--- config.mk ---
export PLATFORM = sky130hd
export DESIGN_NAME = memory_bus
export DESIGN_NICKNAME = d
export VERILOG_FILES = /design/src/rtl/memory_bus.sv
export SDC_FILE = /design/constraint.sdc
export NUM_CORES = 1
export LEC_CHECK = 0
export BUFFER_PORTS_ARGS = -buffer_cell sky130_fd_sc_hd__buf_2
export CAP_MARGIN = 20
export CORE_MARGIN = 3
export CORE_UTILIZATION = 56
export DETAILED_ROUTE_END_ITERATION = 7
export PLACE_DENSITY = 0.95
export SYNTH_ARGS = -nofsm -noshare
export SYNTH_HDL_FRONTEND = slang
export SYNTH_SLANG_ARGS = --single-unit
--- constraint.sdc ---
create_clock -name clk -period 4.8 [get_ports clk]
set_clock_uncertainty 0.05 [all_clocks]
set_input_delay 0 -clock clk [delete_from_list [all_inputs] [get_ports clk]]
set_output_delay 0 -clock clk [all_outputs]
set_load 0.01 [all_outputs]
--- src/rtl/memory_bus.sv ---
// CPU-side memory bus controller: decodes the 6502 address onto RAM, ROM and a small
// peripheral page behind an enable/done handshake. Define MEMORY_BUS_TRAP_EN for the bus_error trap.
module memory_bus #(
  parameter int         TICK_WIDTH     = 16,
  parameter logic [7:0] UNMAPPED_VALUE = 8'hff
) (
  input  logic        clk,
  input  logic        reset,
  input  logic [15:0] cpu_address,
  input  logic [7:0]  cpu_data_in,
  output logic [7:0]  cpu_data_out,
  input  logic        cpu_bus_enable,
  input  logic        cpu_write,
  output logic        cpu_bus_done,
  output logic [9:0]  ram_address,
  output logic [7:0]  ram_data_in,
  input  logic [7:0]  ram_data_out,
  output logic        ram_write_enable,
  output logic [13:0] rom_address,
  input  logic [7:0]  rom_data_out,
  output logic [7:0]  leds,
  input  logic [3:0]  buttons,
  output logic        bus_error
);

  typedef enum logic [1:0] {
    S_IDLE,
    S_ACCESS,
    S_CAPTURE,
    S_DONE
  } state_e;

  typedef enum logic [2:0] {
    REG_NONE,
    REG_RAM,
    REG_ROM,
    REG_LED,
    REG_BTN,
    REG_TICK_LO,
    REG_TICK_HI,
    REG_ERR
  } region_e;

  function automatic region_e decode(input logic [15:0] addr);
    region_e r;
    r = REG_NONE;
    if (addr[15:10] == 6'd0) begin
      r = REG_RAM;
    end else if (addr[15:14] == 2'b11) begin
      r = REG_ROM;
    end else begin
      case (addr)
        16'h4000: r = REG_LED;
        16'h4001: r = REG_BTN;
        16'h4002: r = REG_TICK_LO;
        16'h4003: r = REG_TICK_HI;
`ifdef MEMORY_BUS_TRAP_EN
        16'h4004: r = REG_ERR;
`endif
        default:  r = REG_NONE;
      endcase
    end
    return r;
  endfunction

  state_e                  state_q, state_d;
  region_e                 region_q, region_d;
  logic                    write_q, write_d;
  logic [7:0]              wdata_q, wdata_d;
  logic [9:0]              ram_address_q, ram_address_d;
  logic [13:0]             rom_address_q, rom_address_d;
  logic                    ram_we_q, ram_we_d;
  logic                    done_q, done_d;
  logic [7:0]              data_out_q, data_out_d;
  logic [7:0]              leds_q, leds_d;
  logic [7:0]              hold_q, hold_d;
  logic [TICK_WIDTH-1:0]   tick_q, tick_d;
  logic [3:0]              sync1_q, sync1_d;
  logic [3:0]              sync2_q, sync2_d;
  logic [15:0]             tick_ext;
`ifdef MEMORY_BUS_TRAP_EN
  logic                    err_q, err_d;
`endif

  always_comb begin
    // NOTE: every _d gets a default before the case so no path leaves it unassigned (no latches).
    state_d       = state_q;
    region_d      = region_q;
    write_d       = write_q;
    wdata_d       = wdata_q;
    ram_address_d = ram_address_q;
    rom_address_d = rom_address_q;
    ram_we_d      = 1'b0;
    done_d        = done_q;
    data_out_d    = data_out_q;
    leds_d        = leds_q;
    hold_d        = hold_q;
    tick_d        = tick_q + TICK_WIDTH'(1);
    sync1_d       = buttons;
    sync2_d       = sync1_q;
`ifdef MEMORY_BUS_TRAP_EN
    err_d         = err_q;
`endif

    tick_ext                   = '0;
    tick_ext[TICK_WIDTH-1:0]   = tick_q;

    case (state_q)
      S_IDLE: begin
        if (cpu_bus_enable) begin
          region_d      = decode(cpu_address);
          write_d       = cpu_write;
          wdata_d       = cpu_data_in;
          ram_address_d = cpu_address[9:0];
          rom_address_d = cpu_address[13:0];
          ram_we_d      = cpu_write && (decode(cpu_address) == REG_RAM);
          state_d       = S_ACCESS;
        end
      end

      S_ACCESS: begin
        if (write_q) begin
          case (region_q)
            REG_LED:     leds_d = wdata_q;
            REG_TICK_LO: tick_d = '0;
            default:     ;
          endcase
        end
`ifdef MEMORY_BUS_TRAP_EN
        // A ROM write is treated as an access to nothing.
        if (region_q == REG_NONE || (write_q && region_q == REG_ROM)) err_d = 1'b1;
        if (write_q && region_q == REG_ERR) err_d = 1'b0;
`endif
        state_d = S_CAPTURE;
      end

      S_CAPTURE: begin
        if (!write_q) begin
          case (region_q)
            REG_RAM:     data_out_d = ram_data_out;
            REG_ROM:     data_out_d = rom_data_out;
            REG_LED:     data_out_d = leds_q;
            REG_BTN:     data_out_d = {4'b0000, sync2_q};
            REG_TICK_LO: begin
              data_out_d = tick_ext[7:0];
              hold_d     = tick_ext[15:8];
            end
            REG_TICK_HI: data_out_d = hold_q;
`ifdef MEMORY_BUS_TRAP_EN
            REG_ERR:     data_out_d = {7'b0000000, err_q};
`endif
            default:     data_out_d = UNMAPPED_VALUE;
          endcase
        end
        done_d  = 1'b1;
        state_d = S_DONE;
      end

      S_DONE: begin
        if (!cpu_bus_enable) begin
          done_d  = 1'b0;
          state_d = S_IDLE;
        end
      end

      default: state_d = S_IDLE;
    endcase
  end

  always_ff @(posedge clk) begin
    // NOTE: sequential state uses non-blocking assignments so all flops update from pre-edge values.
    if (reset) begin
      state_q       <= S_IDLE;
      region_q      <= REG_NONE;
      write_q       <= 1'b0;
      wdata_q       <= '0;
      ram_address_q <= '0;
      rom_address_q <= '0;
      ram_we_q      <= 1'b0;
      done_q        <= 1'b0;
      data_out_q    <= '0;
      leds_q        <= '0;
      hold_q        <= '0;
      tick_q        <= '0;
      sync1_q       <= '0;
      sync2_q       <= '0;
`ifdef MEMORY_BUS_TRAP_EN
      err_q         <= 1'b0;
`endif
    end else begin
      state_q       <= state_d;
      region_q      <= region_d;
      write_q       <= write_d;
      wdata_q       <= wdata_d;
      ram_address_q <= ram_address_d;
      rom_address_q <= rom_address_d;
      ram_we_q      <= ram_we_d;
      done_q        <= done_d;
      data_out_q    <= data_out_d;
      leds_q        <= leds_d;
      hold_q        <= hold_d;
      tick_q        <= tick_d;
      sync1_q       <= sync1_d;
      sync2_q       <= sync2_d;
`ifdef MEMORY_BUS_TRAP_EN
      err_q         <= err_d;
`endif
    end
  end

  // The RAM has no reset, so the strobe is masked by reset to drop a write caught mid-flight.
  assign ram_write_enable = ram_we_q & ~reset;
  assign ram_address      = ram_address_q;
  assign ram_data_in      = wdata_q;
  assign rom_address      = rom_address_q;
  assign cpu_data_out     = data_out_q;
  assign cpu_bus_done     = done_q;
  assign leds             = leds_q;
`ifdef MEMORY_BUS_TRAP_EN
  assign bus_error        = err_q;
`else
  assign bus_error        = 1'b0;
`endif

endmodule

==> summary.txt <==
Run status
  – Outcome: complete, no violations

Global route
  – First-pass GRT wire length: 15,800 µm
  – Number of global-route vias before repair: 3,166
  – Gr ovfl total: 0
  – Initial antenna violation count: 0
  – Gr usage total: 27.6%
  – Largest net degree at the start of global routing: 66

Timing
  – RSZ-0062 raised after global routing: false
  – Slew headroom: 30.7%
  – Setup ws final: 2010 ps
  – Final setup violation count: 0
  – Min cycle time layout: 2790 ps
  – Tcrit/Tclk final: 58.2%
  – Setup_tns: 0 ps
  – Max Fclk: 358 MHz
  – Final hold vios: 0
  – Worst slew pin tran: 1040 ps
  – Final Max Tran Viols: 0

Synthesis
  – Number of synthesized flops with an enable pin: 0
  – Synth warnings: 0
  – Post-Synth Adder-Cell Area: 2.13%
  – Simple-Gate Fraction of Synth Area: 23.3%
  – Ys flop type: dfxtp_1
  – Post-synth top area share: 44.2%
  – Post-synthesis xor/xnor area fraction: 3.47%
  – Largest family of logic cells by synthesized area: simple AND/OR/NAND/NOR gates
  – Mux contribution to synthesized area: 6.24%
  – Compound-Gate Fraction of Synth Area: 13.2%
  – Unique masters post-synth: 50
  – Post-synth top area cell: dfxtp_1
  – Netlist Area Pre-Place: 3530 µm²
  – Mean post-synth cell area: 8.74 µm²
  – Synth top area cells: dfxtp_1 44%, nand2_1 6.3%, mux2i_1 6.2%
  – Sequential area share after synthesis: 44.2%
  – Post-synthesis cell count: 404
  – Seq cells post-synth: 78
  – Asr flop ratio synth: 0%
  – Syn_nets: 458

Pwr
  – Maximum vdd ir drop: 0.000371 V
  – Design Power: 1.75 mW
  – Lkg Pwr: 1.89 nW
  – PD cells: 399 nW/µm²

Floorplan
  – Core box area: 6030 µm²
  – Die Wd: 85.4 µm
  – # rows: 28
  – Ports: 99
  – Die area: 7290 µm²
  – Die Span Y: 85.4 µm
  – Initial Util: 58.6%

Clock tree
  – Clk Latency, worst-skew pair: 360 ps
  – Post-CTS setup buffers: 0
  – H-tree levels: 3
  – CTS Buf Count: 9
  – Sink Count: 78
  – Root Driver: clkbuf_8
  – CTS resizes: 0
  – Worst-path clk slew: 90 ps
  – CTS tree: done
  – Clk buf depth: 2

Detailed routing
  – Routed WL per cell: 17.2 µm
  – First drt pass iteration count: 5
  – Vias: 3,444
  – DRT Wirelength: 10,100 µm
  – DRC: 0
  – DR iter-0 viols: 451
  – Vias per cell: 5.86
  – Final ANT Viol Nets: 0

Worst setup path
  – Critical-path maximum fanout: 29
  – Crit-path leading delay family: simple AND/OR/NAND/NOR gates
  – Crit-path max cell delay: 750 ps
  – Worst path most repeated cell: a21oi_1
  – Critical Path RT: 5060 ps
  – CP max stage cell: nand2_1
  – Crit-path cells: inv_1 > ha_1 > nand2_1 > a21oi_1 > a221o_1 > a21oi_1 > dlygate4sd3_1
  – Startpoint class of the critical path: register
  – Buf+Inv Stages, Crit Path: 2
  – Critical path type: reg -> reg
  – Critical Path AT: 3050 ps
  – Crit path capture type: register

Job
  – Number of max-cap violations: 0

Final layout
  – Synth-to-Final Area Change: 24.3%
  – Final instance area: 4390 µm²
  – Non-Filler Instances: 588
  – Antenna cell count: 0
  – Nets: 562
  – Fill count: 388
  – Layout cells sized above 1: 24.4%

Place
  – Final HPWL DP: 5970 µm
  – Port Buffers: 97
  – Dpl cell area: 3890 µm²
  – # placed instances: 541
  – Pre-CTS setup slack: 2610 ps
  – GPL Wtd Cong: 0.857

Worst hold path
  – Hold crit path type: in -> reg
[power breakdown]
| group | total, mW | internal (mW) | switching, mW |
|---|---|---|---|
| Sequential | 0.802 | 0.729 | 0.0738 |
| Combinational | 0.472 | 0.193 | 0.279 |
| Clock | 0.475 | 0.201 | 0.274 |
| Total | 1.75 | 1.12 | 0.627 |
[layer usage]
metal / up-vias / track usage [%] / wire, µm
met5: - / 0 / 0
met4: 0 / 12.5 / 481
met3: 53 / 7.38 / 805
met2: 208 / 46.3 / 4870
met1: 1601 / 32.8 / 3960
li1: 1582 / - / -
[layout make-up]
class                      instances  area (µm²)  share of cell area, %
multi-input combinational        283        1710                   39.0
clock inverter                     7        65.1                   1.48
clock buffer                       9         124                   2.82
inverter                           6        22.5                  0.513
sequential                        78        1560                   35.6
tap                               75        93.8                   2.14
timing repair buffer             130         811                   18.5
[synthesized netlist by cell type (7+ instances only)]
| master | n |
|---|---|
| dfxtp_1 | 78 |
| nand2_1 | 59 |
| nor2_1 | 46 |
| a21oi_1 | 35 |
| mux2i_1 | 22 |
| nor2b_1 | 15 |
| buf_4 | 13 |
| clkbuf_1 | 13 |
| o21ai_0 | 11 |
| xor2_1 | 8 |
| buf_2 | 7 |
[placed cells by master (no fill, tap or decap), types with 8 or more instances in the layout]
cell type and count:
clkbuf_8 9, dfxtp_1 78, mux2i_1 22, a21oi_1 35, xor2_1 8, buf_2 97, nor2b_1 15, dlygate4sd3_1 31
nand2_1 59, nor2_1 46, o21ai_0 11
[path summary, 6_finish.rpt]
kind	slack, ps	cells past startpoint	end	startpoint
min	80	4	cpu_data_out[1]	rom_data_out[1]
max reg2reg	2010	7	region_q[1]	state_q[0]
max	2010	7	region_q[1]	state_q[0]
min reg2reg	400	1	sync2_q[1]	sync1_q[1]
[state kept, by name, indices dropped and copies added (netlist names)]
name / count
tick_ext: 16
ram_address: 9
cpu_data_out: 8
hold_q: 8
leds: 8
ram_data_in: 8
rom_address: 5
sync1_q: 4
sync2_q: 4
region_q: 3
state_q: 2
cpu_bus_done: 1
ram_we_q: 1
write_q: 1
[repair_timing]
item                                    CTS  global route
hold endpoints to repair                 32             0
hold buffers                             31             0
endpoints found under the setup margin    0             0
[cell families after synthesis]
logic type / count (synthesis)
buffers and inverters: 43
AOI/OAI and AO/OA: 74
and+or+nand+nor: 166
adders and majority gates: 6
muxes: 22
other: 1
DFF: 78
xor gates and xnor gates: 14
[worst min-delay path: stages]
cell      delay (ps)
buf_2            100
a22oi_1          160
o21a_1           130
a211oi_1          60
[per-stage QoR]
step	hold WS, ps	util [%]
2_1_floorplan	78.2	-
3_3_place_gp	170	64.5
3_5_place_dp	174	64.5
4_1_cts	32.2	72.8
5_1_grt	87.3	72.8
6_report	80.4	72.8
No activity file was read; power rests on OpenSTA's default activity.
